==> src/rtl/multi_actor_trigger.sv <==
// Drives the ap_start handshake of NUM_ACTORS actors, each with its own FSM, and
// coordinates sleep-hold debounce, wake-on-enqueue and repeated sync rounds.
module multi_actor_trigger #(
    parameter int NUM_ACTORS    = 4,
    parameter int RET_W         = 32,
    parameter int EXECUTED_CODE = 1,
    parameter int SLEEP_HOLD    = 2,
    parameter int CNT_W         = 16
) (
    input  logic                        ap_clk,
    input  logic                        ap_rst_n,
    input  logic                        ap_start,
    output logic                        ap_done,
    output logic                        ap_ready,
    output logic                        ap_idle,
    input  logic [NUM_ACTORS-1:0]       actor_en,
    input  logic [NUM_ACTORS-1:0]       external_enqueue,
    input  logic [NUM_ACTORS*RET_W-1:0] actor_return,
    input  logic [NUM_ACTORS-1:0]       actor_done,
    input  logic [NUM_ACTORS-1:0]       actor_ready,
    input  logic [NUM_ACTORS-1:0]       actor_idle,
    output logic [NUM_ACTORS-1:0]       actor_start,
    output logic [NUM_ACTORS-1:0]       sleep_vec,
    output logic [CNT_W-1:0]            sync_rounds
);

    typedef enum logic [2:0] {
        S_IDLE,
        S_LAUNCH,
        S_CHECK,
        S_SLEEP,
        S_SYNC_LAUNCH,
        S_SYNC_CHECK,
        S_SYNC_EXEC,
        S_SYNC_WAIT
    } actor_state_e;

    localparam int               HOLD_W    = $clog2(SLEEP_HOLD + 1);
    localparam logic [HOLD_W-1:0] HOLD_LAST = HOLD_W'(SLEEP_HOLD - 1);
    localparam logic [RET_W-1:0]  EXEC_VAL  = RET_W'(EXECUTED_CODE);

    actor_state_e            state_q [NUM_ACTORS];
    actor_state_e            state_d [NUM_ACTORS];
    logic [NUM_ACTORS-1:0]   en_mask_q, en_mask_d;
    logic [HOLD_W-1:0]       hold_q, hold_d;
    logic [CNT_W-1:0]        rounds_q, rounds_d;
    logic                    run_q, run_d;

    logic [NUM_ACTORS-1:0]   exec_vec;
    logic                    all_sleep, all_sync, all_sync_wait;
    logic                    start_acc, wake_any, hold_expire, sync_go;
    logic                    unused_status;

    assign unused_status = ^{actor_ready, actor_idle};

    // Disabled actors never leave IDLE, so they are simply masked out of every aggregate.
    always_comb begin
        all_sleep     = 1'b1;
        all_sync      = 1'b1;
        all_sync_wait = 1'b1;
        exec_vec      = '0;
        for (int i = 0; i < NUM_ACTORS; i++) begin
            exec_vec[i] = (actor_return[i*RET_W +: RET_W] == EXEC_VAL);
            if (en_mask_q[i]) begin
                if (state_q[i] != S_SLEEP) all_sleep = 1'b0;
                if (state_q[i] != S_SYNC_EXEC && state_q[i] != S_SYNC_WAIT) all_sync = 1'b0;
                if (state_q[i] != S_SYNC_WAIT) all_sync_wait = 1'b0;
            end
        end
    end

    assign start_acc   = ap_start & ~run_q;
    assign wake_any    = |(external_enqueue & en_mask_q);
    assign hold_expire = run_q & all_sleep & (hold_q == HOLD_LAST);
    assign sync_go     = hold_expire & ~wake_any;

    assign ap_done  = run_q & all_sync_wait;
    assign ap_ready = ap_done;
    assign ap_idle  = ~run_q;

    always_comb begin
        run_d     = run_q;
        en_mask_d = en_mask_q;
        rounds_d  = rounds_q;
        hold_d    = '0;
        if (start_acc) begin
            run_d     = 1'b1;
            en_mask_d = actor_en;
            rounds_d  = '0;
        end else if (ap_done) begin
            run_d = 1'b0;
        end else if (run_q && all_sync && rounds_q != '1) begin
            rounds_d = rounds_q + CNT_W'(1);
        end
        if (run_q && all_sleep && !wake_any && !hold_expire) begin
            hold_d = hold_q + HOLD_W'(1);
        end
    end

    // A wake on any enabled actor cancels the pending sync entry for the whole group.
    always_comb begin
        for (int i = 0; i < NUM_ACTORS; i++) begin
            state_d[i] = state_q[i];
            case (state_q[i])
                S_IDLE: begin
                    if (start_acc && actor_en[i]) state_d[i] = S_LAUNCH;
                end
                S_LAUNCH, S_CHECK: begin
                    if (actor_done[i]) begin
                        state_d[i] = (exec_vec[i] || external_enqueue[i]) ? S_LAUNCH : S_SLEEP;
                    end else begin
                        state_d[i] = S_CHECK;
                    end
                end
                S_SLEEP: begin
                    if (external_enqueue[i]) state_d[i] = S_LAUNCH;
                    else if (sync_go)        state_d[i] = S_SYNC_LAUNCH;
                end
                S_SYNC_LAUNCH, S_SYNC_CHECK: begin
                    if (actor_done[i]) state_d[i] = exec_vec[i] ? S_SYNC_EXEC : S_SYNC_WAIT;
                    else               state_d[i] = S_SYNC_CHECK;
                end
                S_SYNC_EXEC, S_SYNC_WAIT: begin
                    if (all_sync) state_d[i] = all_sync_wait ? S_IDLE : S_SYNC_LAUNCH;
                end
                default: state_d[i] = S_IDLE;
            endcase
        end
    end

    always_comb begin
        actor_start = '0;
        sleep_vec   = '0;
        for (int i = 0; i < NUM_ACTORS; i++) begin
            actor_start[i] = (state_q[i] == S_LAUNCH) || (state_q[i] == S_SYNC_LAUNCH);
            sleep_vec[i]   = (state_q[i] == S_SLEEP);
        end
    end

    assign sync_rounds = rounds_q;

    always_ff @(posedge ap_clk or negedge ap_rst_n) begin
        if (!ap_rst_n) begin
            for (int i = 0; i < NUM_ACTORS; i++) state_q[i] <= S_IDLE;
            en_mask_q <= '0;
            hold_q    <= '0;
            rounds_q  <= '0;
            run_q     <= 1'b0;
        end else begin
            for (int i = 0; i < NUM_ACTORS; i++) state_q[i] <= state_d[i];
            en_mask_q <= en_mask_d;
            hold_q    <= hold_d;
            rounds_q  <= rounds_d;
            run_q     <= run_d;
        end
    end

endmodule
==> config.mk <==
export PLATFORM = sky130hd
export DESIGN_NAME = multi_actor_trigger
export DESIGN_NICKNAME = d
export VERILOG_FILES = /design/src/rtl/multi_actor_trigger.sv
export SDC_FILE = /design/constraint.sdc
export NUM_CORES = 1
export LEC_CHECK = 0
export CORE_UTILIZATION = 35
export DETAILED_ROUTE_END_ITERATION = 10
export GPL_TIMING_DRIVEN = 0
export PLACE_DENSITY = 0.81
export SETUP_SLACK_MARGIN = 0.3
export SLEW_MARGIN = 0
export SYNTH_ARGS = -nofsm -noshare
export SYNTH_HDL_FRONTEND = slang
export SYNTH_SLANG_ARGS = --single-unit
==> constraint.sdc <==
create_clock -name ap_clk -period 3.03 [get_ports ap_clk]
set_input_delay 0.303 -clock ap_clk [delete_from_list [all_inputs] [get_ports ap_clk]]
set_output_delay 0.303 -clock ap_clk [all_outputs]
set_load 0.05 [all_outputs]
; After elaboration in Yosys (flattened, before gate mapping)
; Index checks and enable logic that the tools add are counted.
[totals]
out_inout_bits = 27
input_bits = 151
wordCells = 185
regBits = 35
[classes]
n_bitwise = 8
n_reduce_logical = 47
mux = 61
addsub = 2
n_eq_ne = 59
[ops]
columns = cell, n
row1 = $eq 32x1->1 const B, 4
row2 = $pmux 3 s5, 4
row3 = $eq 3x3->1 const B, 16
row4 = $mux 16, 3
row5 = $mux 3, 11
row6 = $mux 1, 30
row7 = $mux 2, 13
row8 = $eq 3x2->1 const B, 8
row9 = $ne 3x2->1 const B, 8
row10 = $ne 3x3->1 const B, 8
row11 = $reduce_or 2->1, 12
row12 = $add 16x1->16 const B, 1
row13 = $ne 16x16->1 const B, 1
row14 = $ne 2x2->1 const B, 8
row15 = $logic_and 1x1->1, 13
row16 = $eq 3x1->1 const B, 4
row17 = $logic_not 3->1, 4
row18 = $reduce_and 3->1, 4
row19 = $logic_or 1x1->1, 8
row20 = $and 1x1->1, 5
row21 = $and 4x4->4, 1
row22 = $reduce_bool 2->1, 2
row23 = $reduce_or 4->1, 1
row24 = $add 2x1->2 const B, 1
row25 = other kinds (5), 7

; Longest topological paths before layout
; Gate-level depths: netlist (run 1).
[logic_depth]
ltp_word = 15
mapped_depth = 8
mapped_depth_nobuf = 6

; Worst setup path before layout (run 1)
; OpenSTA, ideal clock, no wires.
[synth_timing]
path_kind = register to output
from = reg state_q[0] (netlist bit)
to = out ap_ready
arrival_time_ps = 1902
path_buffers = 2
path_stages_with_launch = 6
path_slack_ps = 825
t_required_ps = 2727
path_cell_list = dfrtp_1 clkbuf_1 nand3_1 a222oi_1 and3_1 buf_4
[synth_via]
elab_chain_cells = 4
[synth_rtl]
columns = item, line_no
row1 = from (decl), 42  ; actor_state_e state_q [NUM_ACTORS];
row2 = $ne 3x3->1, 67  ; if (state_q[i] != S_SYNC_WAIT) all_sync_wait = 1'b0;
row3 = $mux 1, 67
row4 = $mux 1, 64  ; if (en_mask_q[i]) begin
row5 = $and 1x1->1, 77  ; assign ap_done = run_q & all_sync_wait;
row6 = to (decl), 14  ; output logic ap_ready,
; No other way between the ends.

; Worst setup path in the final report (run 1)
[layout_timing]
from = reg state_q[9] (netlist bit)
to = out ap_ready
[layout_via]
elab_chain_cells = 10
[layout_rtl]
columns = item, line_no
row1 = $ne 3x3->1 *, 67
row2 = $mux 1 *, 67
row3 = $mux 1 *, 64
row4 = $mux 1, 67
row5 = $mux 1 *, 64
row6 = $mux 1, 67
row7 = $mux 1 *, 64
row8 = $mux 1, 67
row9 = $mux 1 *, 64
row10 = $and 1x1->1 *, 77
; Every way passes the cells marked *; elsewhere a longest branch is shown, timed or not.

==> metrics.yaml, run 1 <==
vias: 3136
crit_path_end_kind: "primary output"
numPortBuffers: 169
arrival_ns: 2.22
yosys_warnings: 0
post_route_cells_drive_above_1_share_pct: 5.99
seq_area_frac_synth_pct: 35.1
final_cell_mix: "166 x clkdlybuf4s50_1, 44 x nand2_1, 35 x dfrtp_1, 29 x nor4_1, 21 x a21oi_1"
max-vdd-ir-drop_uv: 455
synth-compound-area-share_pct: 20.8
slew_violations: 0
dieArea_um2: 7470
drc: 0
p_per_area_nw_per_um2: 705
postCtsHoldBufs: 0
path_buf_inv: 4
finalCritPeriodShare_pct: 83.4
diodes: 0
path_class: "reg2out"
clock_path_buffers: 2
synth_adder_area_share_pct: 1.00
grt_pass1_vias: 3099
path_max_fanout: 9
nets: 636
drtPass1Iterations: 4
antenna_found_initial: 0
fp.coreArea_um2: 6830
num_rows: 30
slowest_delay_ns: 0.50
crit_slowest_cell: "a222oi_1"
cts_max_level: 2
antenna_left: 0
grt_pass1_wl_mm: 13.5
post_cts_buffers: 0
hp-class: "in2async"
ys.flop_type: "dfrtp_1"
fmax_ghz: 0.396
viasPerCell: 5.41
area_growth_pct: 77.4
synth.distinct_cells: 45
cp_top_family: "buffers and inverters"
drt_iter0_markers: 195
die_x_um: 86.4
max_slew_margin_pct: 47.7
setup_viol: 0
synthXorXnorAreaFrac_pct: 2.11
period_needed_ns: 2.53
synth.area.mux_share_pct: 3.41
tns_ns: 0
worstPathCellList: "clkbuf_1 -> inv_1 -> a222oi_1 -> and3_1 -> buf_4 -> clkbuf_2"
finalNonFillerCells: 580
grt_overflow_total: 0
dpl.cell_count: 572
holdWs_ns: 0.0852
worstMarginPinSlew_ns: 0.785
finClkSkew_ns: 0.0111
wirelength_mm: 8.30
final_core_util_pct: 64.8
syn_area_um2: 2490
cts_sinks: 35
clkLatencyLatePin_ns: 0.29
synth_top_family_by_area: "simple AND/OR/NAND/NOR gates"
synth_edf_count: 0
grt_max_degree: 36
root_buffer: "clkbuf_8"
async_flop_share_pct: 100
wire_per_inst_um: 14.3
grt_use_total_pct: 22.3
cp.required_ns: 2.73
synth-seq-cells: 35
initial_core_util_pct: 36.5
nFillCells: 608
clk_pin_slew_ns: 0.08
cts_buffers: 5
finalHoldViolCount: 0
ios: 178
synthCells: 307
status: "finished, final reports clean"
synth-simple-area-share_pct: 31.5
final_common_cell: "clkdlybuf4s50_1"
total_power_w: 0.00312
leakage_nw: 1.72
grt_setup_unrepaired: "false"
worstSetupStartpointType: "register"
gp_congestion: 0.849
cts_tree: "yes"
max-cap-violations: 0
syn-num-nets: 460
die_y_um: 86.4
post-dp-hpwl_mm: 6.73
post_synth.cell_area_avg_um2: 8.13
-- cells by family after synthesis --
logic type,Yosys count
simple gates,149
fa+ha+maj,2
buf+inv,33
flops,35
mux,8
xor+xnor,6
compound gates,74
-- power breakdown --
part           switching (W)  leakage (nW)  internal (W)  total, W
Clock               0.000175        0.0654      0.000329  0.000504
Combinational        0.00112          1.20      0.000801   0.00192
Sequential         0.0000997         0.456      0.000601  0.000700
-- timing repair --
| action | 4_1_cts | 5_1_grt |
|---|---|---|
| resized for setup | 2 | 6 |
| setup endpoints to repair | 2 | 7 |
| gates cloned | 0 | 0 |
-- per-stage QoR --
stage	worst slack, ns	instance area (um2)
2_1_floorplan	0.825	2490
5_1_grt	0.311	4430
4_1_cts	0.229	4430
3_3_place_gp	0.311	4310
3_5_place_dp	0.272	4300
6_report	0.504	4430
-- path summary, 6_finish.rpt --
kind,end,startpoint,cells after the start,slack [ns]
worst min-delay path,sync_rounds[14],ap_rst_n,1,0.09
max in group asynchronous,state_q[0],ap_rst_n,1,2.43
worst max register to register,sync_rounds[14],state_q[8],8,0.63
worst min register to register,hold_q[0],hold_q[0],1,0.47
min in group ap_clk,hold_q[0],hold_q[0],1,0.47
worst max-delay path,ap_ready,state_q[9],6,0.50
-- Yosys cell counts, drive strengths merged (8+ instances only) --
cell / instances / area [um2]
nand2: 44 / 165
clkbuf: 8 / 30.0
nor2: 20 / 75.1
dfrtp: 35 / 876
o21ai: 9 / 45.0
inv: 16 / 60.1
nor4: 29 / 181
o31ai: 8 / 60.1
buf: 9 / 61.3
a21oi: 21 / 105
or4: 10 / 75.1
nand4: 14 / 87.6
-- layout make-up --
type | instances | area [um2] | area share [%]
tap | 96 | 120 | 2.71
clock inverter | 2 | 60.1 | 1.36
multi-input combinational | 239 | 1470 | 33.2
timing repair buffer | 169 | 1680 | 37.9
buffer | 17 | 92.6 | 2.09
sequential | 35 | 876 | 19.8
clock buffer | 6 | 72.6 | 1.64
inverter | 16 | 60.1 | 1.36
-- worst register-to-register path, stage by stage, from the launching register on --
cell and delay, ns:
dfrtp_1 0.32, buf_2 0.20, a21boi_0 0.12, a2111o_1 0.48
a211o_1 0.40, buf_6 0.17, clkbuf_2 0.19, o41ai_1 0.29
a21oi_1 0.11
-- sequential cells by signal, summed over array words and instances (netlist names) --
name         cells
hold_q           2
run_q            1
sync_rounds     16
en_mask_q        4
state_q         12
-- layer usage --
layer  routed length [um]  track usage, %  vias to the layer above
met5                    0               0                        -
met4                  129            6.67                        0
met3                  685            4.86                       12
met2                 4120            40.8                      145
met1                 3370            26.0                     1428
li1                     -               -                     1551
(Power assumes the default switching activity.)
==> run 2, diff against run 1 <==
CORE_UTILIZATION = 32   (was 35)
PLACE_DENSITY = 0.78   (was 0.81)
clock period = 2 ns   (was 3.03 ns; I/O delays follow)
==> run 2 against run 1 <==
Against the previous run:
- the run now ends with negative hold slack, negative setup slack left
- worst hold slack lost 0.12 ns
- worst setup slack lost 0.76 ns
- utilization grew 2.1 points
==> metrics.yaml, run 2 (same netlist as run 1, synthesis figures left out) <==
p_per_area_nw_per_um2: 1110
clk_pin_slew_ns: 0.08
arrival_ns: 2.44
die_y_um: 90.3
slew_violations: 0
hp-class: "in2async"
die_x_um: 90.3
cp_top_family: "compound AO/OA/AOI/OAI gates"
tns_ns: -3.31
root_buffer: "clkbuf_8"
antenna_left: 0
diodes: 0
cts_tree: "yes"
period_needed_ns: 2.26
drc: 0
post-dp-hpwl_mm: 6.66
cp.required_ns: 2.18
clkLatencyLatePin_ns: 0.30
dpl-instance-area_um2: 4390
cts_buffers: 5
path_depth: 7
grt_pass1_wl_mm: 15.3
path_buf_inv: 2
crit_path_frequent_cell: "buf_4"
reg2reg_setup_slack_ns: -0.26
finalHoldViolCount: 35
gp_congestion: 0.901
ios: 178
dpl.cell_count: 575
fp.coreArea_um2: 7410
failed_checks: "negative hold slack, negative setup slack"
cts_sinks: 35
path_class: "reg2reg"
nets: 670
vias: 3421
worstPathCellList: "a21boi_1 -> a2111o_1 -> buf_4 -> buf_4 -> a32o_1 -> a21oi_2 -> mux2_2"
worst_r2r_path_depth: 7
r2r_end: "state_q[9]"
numPortBuffers: 169
grt_setup_unrepaired: "true"
grt_max_degree: 36
leakage_nw: 2.04
max_slew_margin_pct: 48.5
drt_iter0_markers: 249
final_core_util_pct: 66.9
final_common_cell: "clkdlybuf4s50_1"
max-cap-violations: 0
crit_slowest_cell: "dfrtp_2"
fin_area_um2: 4960
cts_max_level: 2
viasPerCell: 5.55
finalNonFillerCells: 616
max-vdd-ir-drop_uv: 623
worst_slack_ns: -0.256
postCtsHoldBufs: 0
wirelength_mm: 9.64
wire_per_inst_um: 15.6
grt_pass1_vias: 3440
grt_overflow_total: 0
drtPass1Iterations: 5
r2r_start: "en_mask_q[3]"
antenna_found_initial: 0
status: "finished, violations left"
clock_path_buffers: 2
worstMarginPinSlew_ns: 0.772
slowest_delay_ns: 0.46
fmax_ghz: 0.443
final_cell_mix: "141 x clkdlybuf4s50_1, 39 x nand2_1, 31 x buf_4, 29 x nor4_1, 25 x dfrtp_1"
holdWs_ns: -0.0345
area_growth_pct: 98.7
crit_end: "state_q[9]"
setup_viol: 22
initial_core_util_pct: 33.7
post_route_cells_drive_above_1_share_pct: 23.4
finClkSkew_ns: 0.0123
worstSetupStartpointType: "register"
path_max_fanout: 5
num_rows: 31
crit_path_end_kind: "register"
total_power_w: 0.00550
crit_start: "en_mask_q[3]"
largest_register_ffs: 16
dieArea_um2: 8150
finalCritPeriodShare_pct: 113
grt_use_total_pct: 22.6
## run 2: changes by cell type in the layout (fill, tap and decap cells not counted), moves of 6 or more
cell	before	now
buf_4	4	31
dfrtp_1	35	25
clkdlybuf4s50_1	166	141
a21oi_1	21	15
dlygate4sd2_1	0	15
buf_6	1	13
dfrtp_2	0	10
o31ai_1	8	1
a21oi_2	0	6
## run 2: per-layer routing
| layer | vias up | routed length (um) | GRT usage [%] |
|---|---|---|---|
| li1 | 1600 | - | - |
| met1 | 1627 | 3570 | 24.2 |
| met2 | 170 | 5090 | 42.0 |
| met3 | 24 | 746 | 5.89 |
| met4 | 0 | 233 | 9.14 |
| met5 | - | 0 | 0 |
## run 2: stage by stage
stage | hold slack (ns) | setup slack, ns
floorplan | -0.0956 | -0.0391
global placement | 0.430 | -0.525
detailed placement | 0.334 | -0.538
CTS | 0.0101 | -0.151
global route | 0.0481 | -0.303
finish | -0.0345 | -0.256
## run 2: what timing repair did
action,CTS,global route
endpoints found under the hold margin,0,0
pin swaps,11,12
setup buffers,26,7
gates cloned,1,0
resized for setup,99,43
setup endpoints to repair,54,38
## run 2: final cells by class
class                   count  area, um2
repair buffers            203       1920
plain buffers              17        166
inverters                  16       60.1
flip-flops and latches     35        888
clock buffers               7       76.3
multi-input cells         239       1730
fillers                   568       2450
well taps                  99        124
## run 2: power breakdown
group	leakage, nW	switching (W)	internal [W]	total, W
Clock	0.0383	0.000261	0.000240	0.000501
Sequential	0.441	0.000186	0.000921	0.00111
Combinational	1.56	0.00211	0.00178	0.00389
## run 2: how the worst min path moves through the flow
stage                     end  slack (ns)  cells after the start
2_1_floorplan    en_mask_q[0]        -0.1                      0
3_5_place_dp   sync_rounds[4]        0.33                      1
5_1_grt        sync_rounds[4]        0.05                      1
4_1_cts        sync_rounds[4]        0.01                      1
6_report       sync_rounds[6]       -0.03                      1
3_3_place_gp        hold_q[0]        0.43                      1
## run 2: worst reg2reg max path, stage by stage, from the launching register on
cell and delay (ns):
dfrtp_2 0.46, a21boi_1 0.17, a2111o_1 0.45, buf_4 0.15, buf_4 0.16, a32o_1 0.27
a21oi_2 0.15, mux2_2 0.35
==> run 3, diff against run 2 <==
--- a/constraint.sdc
+++ b/constraint.sdc
@@ -3,2 +3,2 @@
 set_output_delay 0.2 -clock ap_clk [all_outputs]
-set_load 0.05 [all_outputs]
+set_load 0.01 [all_outputs]
==> run 3 against run 2 <==
Against the previous run:
- the flow still finishes with violations (negative hold slack, negative setup slack)
- routed wire length up 5.9%
- global-route usage is 0.28 points lower
- total power decreased by 1.4%
- clock skew down 0.0068 ns
- flip-flop and latch count unchanged
- first-iteration DRC count up 54%
- via count rose by 1.1%
- design area rose by 2.5%
==> metrics.yaml, run 3 (same netlist as run 1, synthesis figures left out) <==
tns_ns: -1.49
die_y_um: 90.3
cts_sinks: 35
worst_r2r_path_depth: 6
grt_setup_unrepaired: "true"
post-dp-hpwl_mm: 6.81
root_buffer: "clkbuf_8"
worstMarginPinSlew_ns: 0.787
final_core_util_pct: 68.6
diodes: 0
grt_overflow_total: 0
r2r_start: "en_mask_q[3]"
area_growth_pct: 104
die_x_um: 90.3
largest_register_ffs: 16
drc: 0
period_needed_ns: 2.16
num_rows: 31
p_per_area_nw_per_um2: 1070
path_max_fanout: 7
dieArea_um2: 8150
post_route_cells_drive_above_1_share_pct: 22.3
cts_max_level: 2
final_common_cell: "clkdlybuf4s50_1"
r2r_end: "sync_rounds[6]"
grt_max_degree: 36
finalHoldViolCount: 12
vias: 3460
numPortBuffers: 169
nets: 672
setup_viol: 16
fmax_ghz: 0.462
max-vdd-ir-drop_uv: 535
worstPathCellList: "a21boi_1 -> a2111o_1 -> a211o_4 -> buf_6 -> or4_4 -> a21oi_2"
nFillCells: 563
crit_slowest_cell: "or4_4"
crit_start: "en_mask_q[3]"
slew_violations: 0
gp_congestion: 0.874
grt_use_total_pct: 22.4
initial_core_util_pct: 33.7
cp.required_ns: 2.22
ios: 178
failed_checks: "negative hold slack, negative setup slack"
cts_tree: "yes"
path_class: "reg2reg"
wirelength_mm: 10.2
status: "finished, violations left"
max_slew_margin_pct: 47.5
fp.coreArea_um2: 7410
grt_pass1_wl_mm: 15.2
leakage_nw: 2.02
drt_iter0_markers: 384
finClkSkew_ns: 0.00553
reg2reg_setup_slack_ns: -0.16
postCtsHoldBufs: 0
crit_path_end_kind: "register"
antenna_left: 0
worstSetupStartpointType: "register"
cts_buffers: 5
slowest_delay_ns: 0.47
holdWs_ns: -0.0110
wire_per_inst_um: 16.5
viasPerCell: 5.59
grt_pass1_vias: 3367
finalCritPeriodShare_pct: 108
clkLatencyLatePin_ns: 0.29
total_power_w: 0.00542
hp-class: "in2async"
final_cell_mix: "158 x clkdlybuf4s50_1, 42 x nand2_1, 34 x dfrtp_1, 29 x nor4_1, 24 x buf_6"
max-cap-violations: 0
worst_slack_ns: -0.164
clock_path_buffers: 2
antenna_found_initial: 0
arrival_ns: 2.38
drtPass1Iterations: 5
clk_pin_slew_ns: 0.08
## run 3: cell types whose count changed in the layout (fill, tap and decap cells not counted), moves of 4 or more
cell and change:
a21oi_2 -4, a21oi_4 +4, buf_2 -4, buf_4 -8
buf_6 +11, clkdlybuf4s50_1 +17, dfrtp_1 +9, dfrtp_2 -9
dlygate4sd2_1 -11
## run 3: how the worst max path moves through the flow
stage | end | depth (start not counted)
2_1_floorplan | sync_rounds[5] | 6
3_3_place_gp | ap_ready | 6
3_5_place_dp | ap_ready | 6
4_1_cts | sync_rounds[6] | 9
5_1_grt | sync_rounds[6] | 7
6_report | sync_rounds[6] | 6
## run 3: stage by stage
stage | cell area, um2 | setup slack [ns] | std cells
after detailed placement | 4380 | -0.411 | 575
after global routing | 5080 | -0.208 | 619
after CTS | 4850 | -0.104 | 612
final | 5080 | -0.164 | 619
after global placement | 4390 | -0.353 | 575
after floorplan | 2570 | -0.0329 | 307
## run 3: cell type report
class                      instances  area [um2]  area share (%)
inverter                          16        60.1            1.18
sequential                        35         877            17.3
timing repair buffer             205        2000            39.3
multi-input combinational        239        1740            34.3
tap                               99         124            2.44
buffer                            17         181            3.57
clock buffer                       8         100            1.97
## run 3: repair_timing
action,in CTS,in global routing
endpoints found under the hold margin,0,0
resized for setup,59,53
gates cloned,1,0
pin swaps,19,14
setup buffers,28,7
endpoints found under the setup margin,39,36
## run 3: critical path, delay by kind of cell, from the launching register on
family,cells,cell delay [ns]
simple gates,1,0.47
compound gates,4,1.07
buf+inv,1,0.15
flops,1,0.40
## run 3: layer usage
layer | wire length [um] | up-vias | GRT usage, %
met1 | 3880 | 1633 | 25.8
li1 | - | 1610 | -
met4 | 218 | 0 | 5.11
met5 | 0 | - | 0
met2 | 5410 | 188 | 43.2
met3 | 696 | 29 | 3.11
## run 3: power breakdown
| part | switching, W | total, W | internal (W) |
|---|---|---|---|
| logic | 0.00175 | 0.00377 | 0.00202 |
| registers | 0.000165 | 0.00108 | 0.000913 |
| clock network | 0.000261 | 0.000575 | 0.000315 |
| total | 0.00218 | 0.00542 | 0.00324 |
